--- config.mk ---
export PLATFORM = sky130hd
export DESIGN_NAME = vga_timing_gen
export DESIGN_NICKNAME = d
export VERILOG_FILES = /design/src/rtl/vga_timing_gen.sv
export SDC_FILE = /design/constraint.sdc
export NUM_CORES = 1
export LEC_CHECK = 0
export CORE_UTILIZATION = 60
export DETAILED_ROUTE_END_ITERATION = 10
export GPL_TIMING_DRIVEN = 0
export PLACE_DENSITY = 0.84
export SLEW_MARGIN = 5
export SYNTH_ARGS = -nofsm -noshare
export SYNTH_HDL_FRONTEND = slang
export SYNTH_SLANG_ARGS = --single-unit
--- constraint.sdc ---
create_clock -name clk -period 7.7 [get_ports clk]
set_clock_uncertainty 0.15 [all_clocks]
set_input_delay 1.54 -clock clk [delete_from_list [all_inputs] [get_ports clk]]
set_output_delay 1.54 -clock clk [all_outputs]
set_load 0.03 [all_outputs]
--- src/rtl/vga_timing_gen.sv ---
// rtl/vga_timing_gen.sv - parametrised VGA raster timing generator with pixel replication
module vga_timing_gen #(
    parameter int H_ACTIVE = 800,
    parameter int H_FP     = 40,
    parameter int H_SYNC   = 128,
    parameter int H_BP     = 88,
    parameter int V_ACTIVE = 600,
    parameter int V_FP     = 1,
    parameter int V_SYNC   = 4,
    parameter int V_BP     = 23,
    parameter bit HS_POL   = 1'b1,
    parameter bit VS_POL   = 1'b1,
    parameter int SCALE    = 0,
    parameter int CNT_W    = 11,
    parameter int ADDR_W   = 19
) (
    input  logic              clk,
    input  logic              rst,
    input  logic              pix_en,
    output logic              hs,
    output logic              vs,
    output logic              de,
    output logic [CNT_W-1:0]  x,
    output logic [CNT_W-1:0]  y,
    output logic [ADDR_W-1:0] addr,
    output logic              line_start,
    output logic              frame_start
);

    localparam int H_TOTAL = H_ACTIVE + H_FP + H_SYNC + H_BP;
    localparam int V_TOTAL = V_ACTIVE + V_FP + V_SYNC + V_BP;
    localparam int H_SRC   = H_ACTIVE >> SCALE;
    localparam int V_SRC   = V_ACTIVE >> SCALE;

    generate
        if ((H_ACTIVE % (1 << SCALE)) != 0 || (V_ACTIVE % (1 << SCALE)) != 0) begin : g_bad_scale
            $error("active size not divisible by replication factor");
        end
        if (H_TOTAL > (1 << CNT_W) || V_TOTAL > (1 << CNT_W)) begin : g_bad_cnt
            $error("raster totals exceed counter width");
        end
        if (longint'(V_SRC) * longint'(H_SRC) > (longint'(1) << ADDR_W)) begin : g_bad_addr
            $error("frame buffer exceeds address width");
        end
    endgenerate

    // One extra bit so totals equal to 2^CNT_W still compare correctly.
    localparam logic [CNT_W:0] H_LAST = (CNT_W+1)'(H_TOTAL - 1);
    localparam logic [CNT_W:0] H_ACT  = (CNT_W+1)'(H_ACTIVE);
    localparam logic [CNT_W:0] HS_BEG = (CNT_W+1)'(H_ACTIVE + H_FP);
    localparam logic [CNT_W:0] HS_END = (CNT_W+1)'(H_ACTIVE + H_FP + H_SYNC);
    localparam logic [CNT_W:0] V_LAST = (CNT_W+1)'(V_TOTAL - 1);
    localparam logic [CNT_W:0] V_ACT  = (CNT_W+1)'(V_ACTIVE);
    localparam logic [CNT_W:0] VS_BEG = (CNT_W+1)'(V_ACTIVE + V_FP);
    localparam logic [CNT_W:0] VS_END = (CNT_W+1)'(V_ACTIVE + V_FP + V_SYNC);

    localparam logic [ADDR_W-1:0] ROW_STEP   = ADDR_W'(H_SRC);
    localparam logic [CNT_W-1:0]  Y_SUB_MASK = CNT_W'((1 << SCALE) - 1);

    logic [CNT_W-1:0]  h_q, h_d, v_q, v_d;
    logic [ADDR_W-1:0] row_q, row_d;
    logic [CNT_W-1:0]  x_q, x_d, y_q, y_d;
    logic [ADDR_W-1:0] addr_q, addr_d;
    logic              hs_q, hs_d, vs_q, vs_d, de_q, de_d;
    logic              ls_q, ls_d, fs_q, fs_d;

    logic [CNT_W:0] h_ext, v_ext;
    logic           h_wrap, v_wrap, in_act;

    always_comb begin
        h_d    = h_q;
        v_d    = v_q;
        row_d  = row_q;
        x_d    = x_q;
        y_d    = y_q;
        hs_d   = hs_q;
        vs_d   = vs_q;
        de_d   = de_q;
        addr_d = addr_q;
        ls_d   = 1'b0;
        fs_d   = 1'b0;

        h_ext  = {1'b0, h_q};
        v_ext  = {1'b0, v_q};
        h_wrap = (h_ext == H_LAST);
        v_wrap = (v_ext == V_LAST);
        in_act = (h_ext < H_ACT) && (v_ext < V_ACT);

        if (pix_en) begin
            x_d    = h_q;
            y_d    = v_q;
            de_d   = in_act;
            hs_d   = (h_ext >= HS_BEG && h_ext < HS_END) ? HS_POL : ~HS_POL;
            vs_d   = (v_ext >= VS_BEG && v_ext < VS_END) ? VS_POL : ~VS_POL;
            addr_d = in_act ? row_q + ADDR_W'(h_q >> SCALE) : '0;
            ls_d   = (h_q == '0);
            fs_d   = (h_q == '0) && (v_q == '0);

            if (h_wrap) begin
                h_d = '0;
                if (v_wrap) begin
                    v_d   = '0;
                    row_d = '0;
                end else begin
                    v_d = v_q + 1'b1;
                    // Row base moves on only after the last replica of a source line.
                    if (v_ext < V_ACT && (v_q & Y_SUB_MASK) == Y_SUB_MASK) begin
                        row_d = row_q + ROW_STEP;
                    end
                end
            end else begin
                h_d = h_q + 1'b1;
            end
        end
    end

    always_ff @(posedge clk or negedge rst) begin
        if (!rst) begin
            h_q    <= '0;
            v_q    <= '0;
            row_q  <= '0;
            x_q    <= '0;
            y_q    <= '0;
            hs_q   <= ~HS_POL;
            vs_q   <= ~VS_POL;
            de_q   <= 1'b0;
            addr_q <= '0;
            ls_q   <= 1'b0;
            fs_q   <= 1'b0;
        end else begin
            h_q    <= h_d;
            v_q    <= v_d;
            row_q  <= row_d;
            x_q    <= x_d;
            y_q    <= y_d;
            hs_q   <= hs_d;
            vs_q   <= vs_d;
            de_q   <= de_d;
            addr_q <= addr_d;
            ls_q   <= ls_d;
            fs_q   <= fs_d;
        end
    end

    assign hs          = hs_q;
    assign vs          = vs_q;
    assign de          = de_q;
    assign x           = x_q;
    assign y           = y_q;
    assign addr        = addr_q;
    assign line_start  = ls_q;
    assign frame_start = fs_q;

endmodule

# Word-level counts from Yosys, hierarchy flattened
# Index checks and enable logic that the tools add are counted.
# classes
n_lt_le_gt_ge	6
add_sub_neg	4
n_reduce_logical	9
muxes	9
eq_ne	2
# op_table
operator	n
19-bit 2-to-1 mux	3
11-bit by 10-bit < comparator with 1-bit output, second input constant	4
11-bit by 1-bit adder with 11-bit output, second input constant	2
11-bit by 10-bit >= comparator with 1-bit output, second input constant	2
11-bit logical NOT	2
11-bit 2-to-1 mux	2
19-bit by 10-bit adder with 19-bit output, second input constant	1
19-bit by 11-bit adder with 19-bit output	1
11-bit by 10-bit equality test with 1-bit output, second input constant	1
11-bit equality test, second input constant	1
1-bit logical AND	4
1-bit 2-to-1 mux	4
3-bit AND reduction	1
2-bit AND reduction	1
2-bit nonzero test	1
# totals
input_bits	3
regBits	87

# Depth between registers and ports, before layout
# Gate-level depths: netlist of the first run.
# depth
word_depth	3
mapped_depth	8

# Least setup slack after synthesis of the first run
# No wires, ideal clock.
# synth_path
path_kind	input-to-reg
from	input port pix_en
to	register row_q[10]
arrival_time_ns	2.631
path_buffers	1
setup_time_ns	0.132
stages	6
path_slack_ns	4.787
required_ns	7.418
path_cell_list	nand2_1 nor2_1 nand3_1 nor2_1 clkbuf_1 nor2_1
# synth_between
elab_chain_len	1
# synth_lines
element	line_no	text
start, declared	19	input logic pix_en,
3-bit AND reduction (no line)	n/a	
end signal, assigned	133	row_q <= row_d;
end, declared	61	logic [ADDR_W-1:0] row_q, row_d;
# No other way between the ends.
# A chain may end at the register's enable or synchronous reset.

# Worst setup path in the final report of the first run
# layout_path
from	input port pix_en
to	register row_q[15]
# The elaborated chain is that of the path after synthesis.

==> reports/metrics.cfg, run 1 <==
[pwr]
p_int_uw = 782
power_mw = 1.10
pwr-share-clk_pct = 34.8
seq_power_share_pct = 44.9
p_leak_nw = 2.26
switchingPower_uw = 321
irDropWorstVdd_v = 0.000168
combPwrFrac_pct = 20.3
power.density_nw_per_um2 = 226
p_sw_share_pct = 29.1

[timing]
slew_headroom_pct = 52.8
tns_ns = 0
finalHoldViolCount = 0
rsz0062_at_grt = false
setup_violations = 0
worst_pin_slew_ns = 0.706
maxSlewViolCount = 0
period_minus_slack_ns = 3.87
fin_crit_sh_pct = 50.2
fmax_ghz = 0.259

[cts]
htreeDepth = 3
post_cts_buffers = 0
cts_resized = 0
root_buffer = clkbuf_8
clockBufferDepth = 2
cts_tree = built
clock_latency_ns = 0.36
cts_buffers = 9
clk_pin_slew_ns = 0.08
cts_hold_buf = 0
cts_sinks = 82

[synth]
synth_flop_cell = dfrtp_1
synth-seq-area-share_pct = 50.9
synthTopCellsByArea = dfrtp_1 51%, mux2_2 5.9%, xor2_1 5.0%
yosys.area.top_type_share_pct = 50.9
yosysTopAreaCell = dfrtp_1
syn-cell-area_um2 = 4030
synth_edf_count = 0
synth-seq-cells = 82
async_reset_ff_share_pct = 100
yosysWarnings = 0
synth_nets = 394
synth_most_common_cell = dfrtp_1
synthCells = 378
syn_area_per_cell_um2 = 10.7
synthTopCellsByCount = 82 x dfrtp_1, 34 x nand2_1, 29 x nor2_1
synth.distinct_cells = 47

[status]
status = complete, but fails checks
violations = DRC

[grt]
grt_pass1_wl_um = 15700
grt-ovfl-total = 0
grt_pass1_vias = 3160
grtUsageTotal_pct = 28.9
antenna_found_initial = 0
grt_max_degree = 52

[cells_and_area]
fillCellCount = 437
drive_gt1_share_pct = 10.4
layout.nets = 454
num_antenna_cells = 0
area_growth_pct = 21.2

[detailed_routing]
dr_total_vias = 3127
first_pass_iters = 8
wl_per_cell_um = 17.7
drt_iter0_drc = 216
drcViolationCount = 10
routed_via_density = 6.01
antenna_left = 0
totalWireLength_um = 9200

[die]
core_um2 = 6420
die_w_um = 83.9
dieArea_um2 = 7040
initial_core_util_pct = 62.7
ios = 49
die_h_um = 83.9
num_rows = 29

[hold_path]
worstHoldPathType = reg2reg

[worst_setup_path]
cp-start-kind = input pin
critPathKind = in2reg
critPathCaptureType = register
cp.arrival_ns = 3.94
crit_required_ns = 7.77
path_max_fanout = 10

[placed_design]
portBuffers = 48
dpl.hpwl_um = 6370
gp_congestion = 0.851

[flow_run]
maxCapViolations = 0

## routing by layer
metal / global-route usage (%) / routed length, um / vias to the layer above
met1: 39.0 / 4120 / 1515
li1: - / - / 1466
met5: 0 / 0 / -
met4: 14.4 / 284 / 0
met2: 45.8 / 4310 / 119
met3: 4.25 / 485 / 27
## cell usage in the layout, fill, tap and decap left out, drive strengths merged, types with 3 or more instances in the layout
master | synthesis | layout
mux2 | 21 | 21
o31ai | 3 | 3
o21ai | 14 | 14
nand2 | 34 | 34
buf | 3 | 5
dfrtp | 82 | 82
and2 | 3 | 3
nor3 | 12 | 12
mux2i | 3 | 3
o2bb2ai | 15 | 15
or3 | 3 | 3
nand4 | 15 | 15
bufinv | 0 | 3
nor2 | 29 | 29
inv | 10 | 11
ha | 13 | 13
a21oi | 10 | 10
xor2 | 23 | 23
and3 | 7 | 7
xnor2 | 18 | 18
nand3 | 20 | 20
clkdlybuf4s50 | 0 | 47
clkbuf | 15 | 25
## worst max-delay path, cell delays in order
cell and delay [ns]:
clkdlybuf4s50_1 0.57, nand2_1 0.13, nor2_1 0.21, nand3_1 0.26, nor2_1 0.63, clkbuf_1 0.49
nor2_1 0.11
## logic make-up (layout without fill, tap and decap cells)
group                      after synthesis  after routing  synth area share (%)
AOI/OAI and AO/OA                       55             55                  9.48
xor gates and xnor gates                41             41                  8.92
adders and majority gates               13             13                  4.04
buffers and inverters                   28             93                  2.73
DFF                                     82             82                  50.9
muxes                                   24             24                  6.62
other                                    1              1                0.0931
and+or+nand+nor                        134            134                  17.2
## power by group through the flow
stage | Combinational [mW] | Clock [mW] | Sequential, mW
after floorplan | 0.0857 | 0 | 0.548
after global placement | 0.217 | 0 | 0.500
after detailed placement | 0.223 | 0 | 0.501
after global routing | 0.240 | 0.405 | 0.501
final | 0.224 | 0.384 | 0.495
after CTS | 0.225 | 0.388 | 0.495
## state kept, by name, summed over array words and instances (netlist names)
register and cells:
addr 19, row_q 14, h_q 11, v_q 11, x 11, y 11, de 1, frame_start 1
hs 1, line_start 1, vs 1
## path summary, 6_finish.rpt
check,cells past startpoint,startpoint,endpoint,slack (ns)
setup / recovery,7,pix_en,row_q[15],3.83
hold / removal,1,addr[13],addr[13],0.34
setup reg to reg,7,h_q[2],row_q[15],4.75
hold reg to reg,1,addr[13],addr[13],0.34
max in group asynchronous,2,rst,row_q[8],5.85
min in group asynchronous,1,rst,y[5],0.96
## cell type report
cell class / instances / area, um2 / area share (%)
Sequential cell: 82 / 2050 / 42.1
Multi-Input combinational cell: 268 / 1870 / 38.2
Timing Repair Buffer: 49 / 505 / 10.4
Clock buffer: 10 / 138 / 2.82
Clock inverter: 6 / 113 / 2.31
Tap cell: 77 / 96.3 / 1.97
Buffer: 18 / 72.6 / 1.49
Inverter: 10 / 37.5 / 0.769
## metrics by stage
step                area [um2]  instances  utilization (%)  hold WS (ns)  setup WS (ns)
global route              4880        520             76.0         0.360           3.65
finish                    4880        520             76.0         0.345           3.83
detailed placement        4630        504             72.1         0.322           3.52
floorplan                 4030        378                -         0.333           4.79
CTS                       4880        520             76.0         0.351           3.87
global placement          4600        503             71.7         0.318           2.09
No activity file was read; power rests on OpenSTA's default activity.
==> run 2: changes to the inputs <==
CORE_UTILIZATION = 50   (was 60)
PLACE_DENSITY = 0.75   (was 0.84)
clock period = 3.5 ns   (was 7.7 ns; I/O delays follow)
==> reports/metrics.cfg, run 2 (same netlist as run 1, synthesis figures left out) <==
[detailed_routing]
wl_per_cell_um = 16.3
routed_via_density = 5.69
first_pass_iters = 4
drt_iter0_drc = 177
drcViolationCount = 0
totalWireLength_um = 8890
dr_total_vias = 3099
antenna_left = 0

[grt]
antenna_found_initial = 0
grt_max_degree = 44
grtUsageTotal_pct = 23.0
grt_pass1_wl_um = 15200
grt_pass1_vias = 3086
grt-ovfl-total = 0

[placed_design]
placed_area_um2 = 4650
dpl.hpwl_um = 6290
gp_congestion = 0.827
place_ws_ns = 0.212
place_inst = 529
portBuffers = 48

[pwr]
irDropWorstVdd_v = 0.000331
p_sw_share_pct = 30.7
p_int_mw = 1.60
p_leak_nw = 2.23
power.density_nw_per_um2 = 473
seq_power_share_pct = 47.2
combPwrFrac_pct = 21.1
switchingPower_uw = 706
pwr-share-clk_pct = 31.7
power_mw = 2.30

[cts]
root_buffer = clkbuf_8
clockBufferDepth = 2
cts_resized = 0
post_cts_buffers = 0
clk_pin_slew_ns = 0.09
cts_buffers = 9
cts_tree = built
cts_sinks = 82
clock_latency_ns = 0.35
htreeDepth = 3
cts_hold_buf = 0

[die]
dieArea_um2 = 8420
ios = 49
die_w_um = 91.8
initial_core_util_pct = 51.9
num_rows = 32
die_h_um = 91.8
core_um2 = 7770

[status]
status = completed

[cells_and_area]
stdcell_area_um2 = 4870
largest_register_ffs = 19
post-route-util_pct = 62.6
num_antenna_cells = 0
fillCellCount = 660
multi_input_area_um2 = 1870
ff_latch_area_um2 = 2050
final_common_cell = dfrtp_1
area_growth_pct = 20.8
final_cell_mix = 82 x dfrtp_1, 47 x clkdlybuf4s50_1, 34 x nand2_1
layout.nets = 454
final_cells = 545
drive_gt1_share_pct = 10.4

[timing]
slew_headroom_pct = 55.3
worst_pin_slew_ns = 0.668
period_minus_slack_ns = 2.91
finalHoldViolCount = 0
rsz0062_at_grt = false
fin_crit_sh_pct = 83.0
maxSlewViolCount = 0
setup_violations = 0
fmax_ghz = 0.344
postLayoutSetupSlackWorst_ns = 0.594
tns_ns = 0
whs_ns = 0.160

[worst_setup_path]
path_max_fanout = 10
r2r_cells = 6
cp.arrival_ns = 2.98
reg2reg_from = h_q[5]
rr_endpoint = row_q[15]
crit_end = row_q[15]
critPathCaptureType = register
crit_required_ns = 3.57
cp-start-kind = input pin
r2r_slack_ns = 0.67
critPathKind = in2reg
startpoint = pix_en

[flow_run]
maxCapViolations = 0

[hold_path]
worstHoldPathType = in2async

==> run 2: cell types whose count changed in the layout (fill, tap and decap cells not counted) <==
cell	previous run	this run
buf_16	1	0
bufinv_16	3	1
clkinvlp_4	0	3
buf_12	0	1
clkinv_2	1	0
clkinv_4	1	0
clkbuf_8	10	11
==> run 2: worst max-delay path, cell delays in order <==
cell and delay (ns):
clkdlybuf4s50_1 0.56, nand2_1 0.12, nor2_1 0.21, nand3_1 0.26, nor2_1 0.60, clkbuf_1 0.41
nor2_1 0.10
==> run 2: power groups by stage <==
stage | Clock, mW | Combinational, mW | Sequential, mW
after floorplan | 0 | 0.189 | 1.20
after global placement | 0 | 0.479 | 1.10
after detailed placement | 0 | 0.484 | 1.10
final | 0.730 | 0.486 | 1.09
after global routing | 0.775 | 0.526 | 1.10
after CTS | 0.738 | 0.488 | 1.09
==> run 2: cell type report <==
| cell class | instances | area share (%) |
|---|---|---|
| plain buffers | 18 | 1.49 |
| clock buffers | 11 | 3.11 |
| clock inverters | 5 | 1.26 |
| inverters | 10 | 0.771 |
| multi-input cells | 268 | 38.3 |
| flip-flops and latches | 82 | 42.2 |
| well taps | 102 | 2.62 |
| repair buffers | 49 | 10.2 |
==> run 2: worst min-delay path by stage <==
| stage | from | to |
|---|---|---|
| 2_1_floorplan | rst | addr[0] |
| 3_3_place_gp | addr[17] | addr[17] |
| 3_5_place_dp | addr[6] | addr[6] |
| 4_1_cts | rst | y[8] |
| 5_1_grt | rst | y[8] |
| 6_report | rst | y[8] |
==> run 2: per-layer routing <==
metal / wire length (um) / GRT usage (%)
met4: 236 / 10.4
met1: 4090 / 31.1
met2: 4150 / 36.8
met3: 415 / 3.57
met5: 0 / 0
==> run 3: changes to the inputs <==
clock period = 2.5 ns   (was 3.5 ns; I/O delays follow)
==> reports/metrics.cfg, run 3 (same netlist as run 1, synthesis figures left out) <==
[placed_design]
gp_congestion = 0.827
portBuffers = 48
dpl.hpwl_um = 6290

[worst_setup_path]
critPathCaptureType = register
reg2reg_from = h_q[7]
r2r_slack_ns = 0.04
r2r_cells = 6
cp.arrival_ns = 2.59
crit_required_ns = 2.64
rr_endpoint = row_q[16]
path_max_fanout = 4
critPathKind = reg2reg
cp-start-kind = register
startpoint = h_q[7]
crit_end = row_q[16]

[grt]
grt-ovfl-total = 0
grt_pass1_wl_um = 15300
grt_pass1_vias = 3108
grt_max_degree = 44
antenna_found_initial = 0
grtUsageTotal_pct = 23.3

[cells_and_area]
layout.nets = 464
area_growth_pct = 23.9
final_common_cell = dfrtp_1
final_cell_mix = 79 x dfrtp_1, 47 x clkdlybuf4s50_1, 34 x nand2_1
post-route-util_pct = 64.3
num_antenna_cells = 0
drive_gt1_share_pct = 15.0
largest_register_ffs = 19

[die]
die_w_um = 91.8
die_h_um = 91.8
num_rows = 32
ios = 49
dieArea_um2 = 8420
initial_core_util_pct = 51.9
core_um2 = 7770

[detailed_routing]
routed_via_density = 5.63
drt_iter0_drc = 213
first_pass_iters = 5
dr_total_vias = 3125
wl_per_cell_um = 16.3
antenna_left = 0
drcViolationCount = 0
totalWireLength_um = 9070

[timing]
setup_violations = 0
maxSlewViolCount = 0
finalHoldViolCount = 0
whs_ns = 0.345
slew_headroom_pct = 61.8
period_minus_slack_ns = 2.46
fin_crit_sh_pct = 98.2
fmax_ghz = 0.407
rsz0062_at_grt = true
worst_pin_slew_ns = 0.573

[hold_path]
worstHoldPathType = reg2reg

[pwr]
p_leak_nw = 2.30
irDropWorstVdd_v = 0.000462
power.density_nw_per_um2 = 650

[flow_run]
maxCapViolations = 0

[cts]
clk_pin_slew_ns = 0.09
root_buffer = clkbuf_8
cts_tree = built
htreeDepth = 3
cts_buffers = 9
clock_latency_ns = 0.36
cts_sinks = 82
clockBufferDepth = 2

[status]
status = completed

==> run 3: critical path, cell delays in order (launching register included) <==
cell and delay [ns]:
dfrtp_2 0.41, or3_4 0.40, or4b_4 0.49, and4bb_4 0.37, nand4_4 0.11, or3_1 0.32
a21oi_1 0.14
==> run 3: how the worst min path moves through the flow <==
stage,startpoint,end,slack [ns],cells after the start
floorplan,rst,addr[0],0.05,0
global placement,addr[17],addr[17],0.32,1
detailed placement,addr[6],addr[6],0.32,1
CTS,addr[17],addr[17],0.35,1
global route,addr[17],addr[17],0.37,1
finish,addr[17],addr[17],0.34,1
==> run 3: metal layers <==
metal	track usage (%)	part of all wire (%)	wire (um)
met3	3.57	4.6	415
met2	37.8	48	4320
met4	9.77	2.2	199
met1	31.2	46	4140
met5	0	0	0
==> run 3: layout make-up <==
| cell class | instances | area (um2) |
|---|---|---|
| buffer | 17 | 77.6 |
| clock buffer | 11 | 151 |
| clock inverter | 5 | 61.3 |
| fill | 643 | 2780 |
| inverter | 10 | 37.5 |
| multi-input combinational | 268 | 1900 |
| sequential | 82 | 2060 |
| tap | 102 | 128 |
| timing repair buffer | 60 | 583 |
==> run 3: per-stage QoR <==
stage | setup slack, ns | power, mW | cell area (um2) | std cells | TNS [ns]
5_1_grt | -0.0208 | 3.37 | 4990 | 555 | -0.0295
4_1_cts | 0.000214 | 3.25 | 4930 | 551 | 0
3_5_place_dp | -0.588 | 2.22 | 4650 | 529 | -15.34
2_1_floorplan | 0.00234 | 1.95 | 4030 | 378 | 0
3_3_place_gp | -2.07 | 2.21 | 4640 | 528 | -181.98
6_report | 0.0440 | 3.24 | 4990 | 555 | 0
==> run 3: power by group <==
part | internal [mW] | switching (mW) | total [mW] | leakage [nW]
clock | 0.520 | 0.507 | 1.03 | 0.0982
sequential | 1.44 | 0.0867 | 1.53 | 1.09
combinational | 0.282 | 0.407 | 0.689 | 1.11
total | 2.24 | 1.00 | 3.24 | 2.30
==> run 3: repair_timing <==
item,4_1_cts,5_1_grt
pin swaps,2,2
setup buffers,5,5
gates resized for setup,8,10
endpoints found under the setup margin,18,34
hold endpoints to repair,39,0
hold buffers,1,0
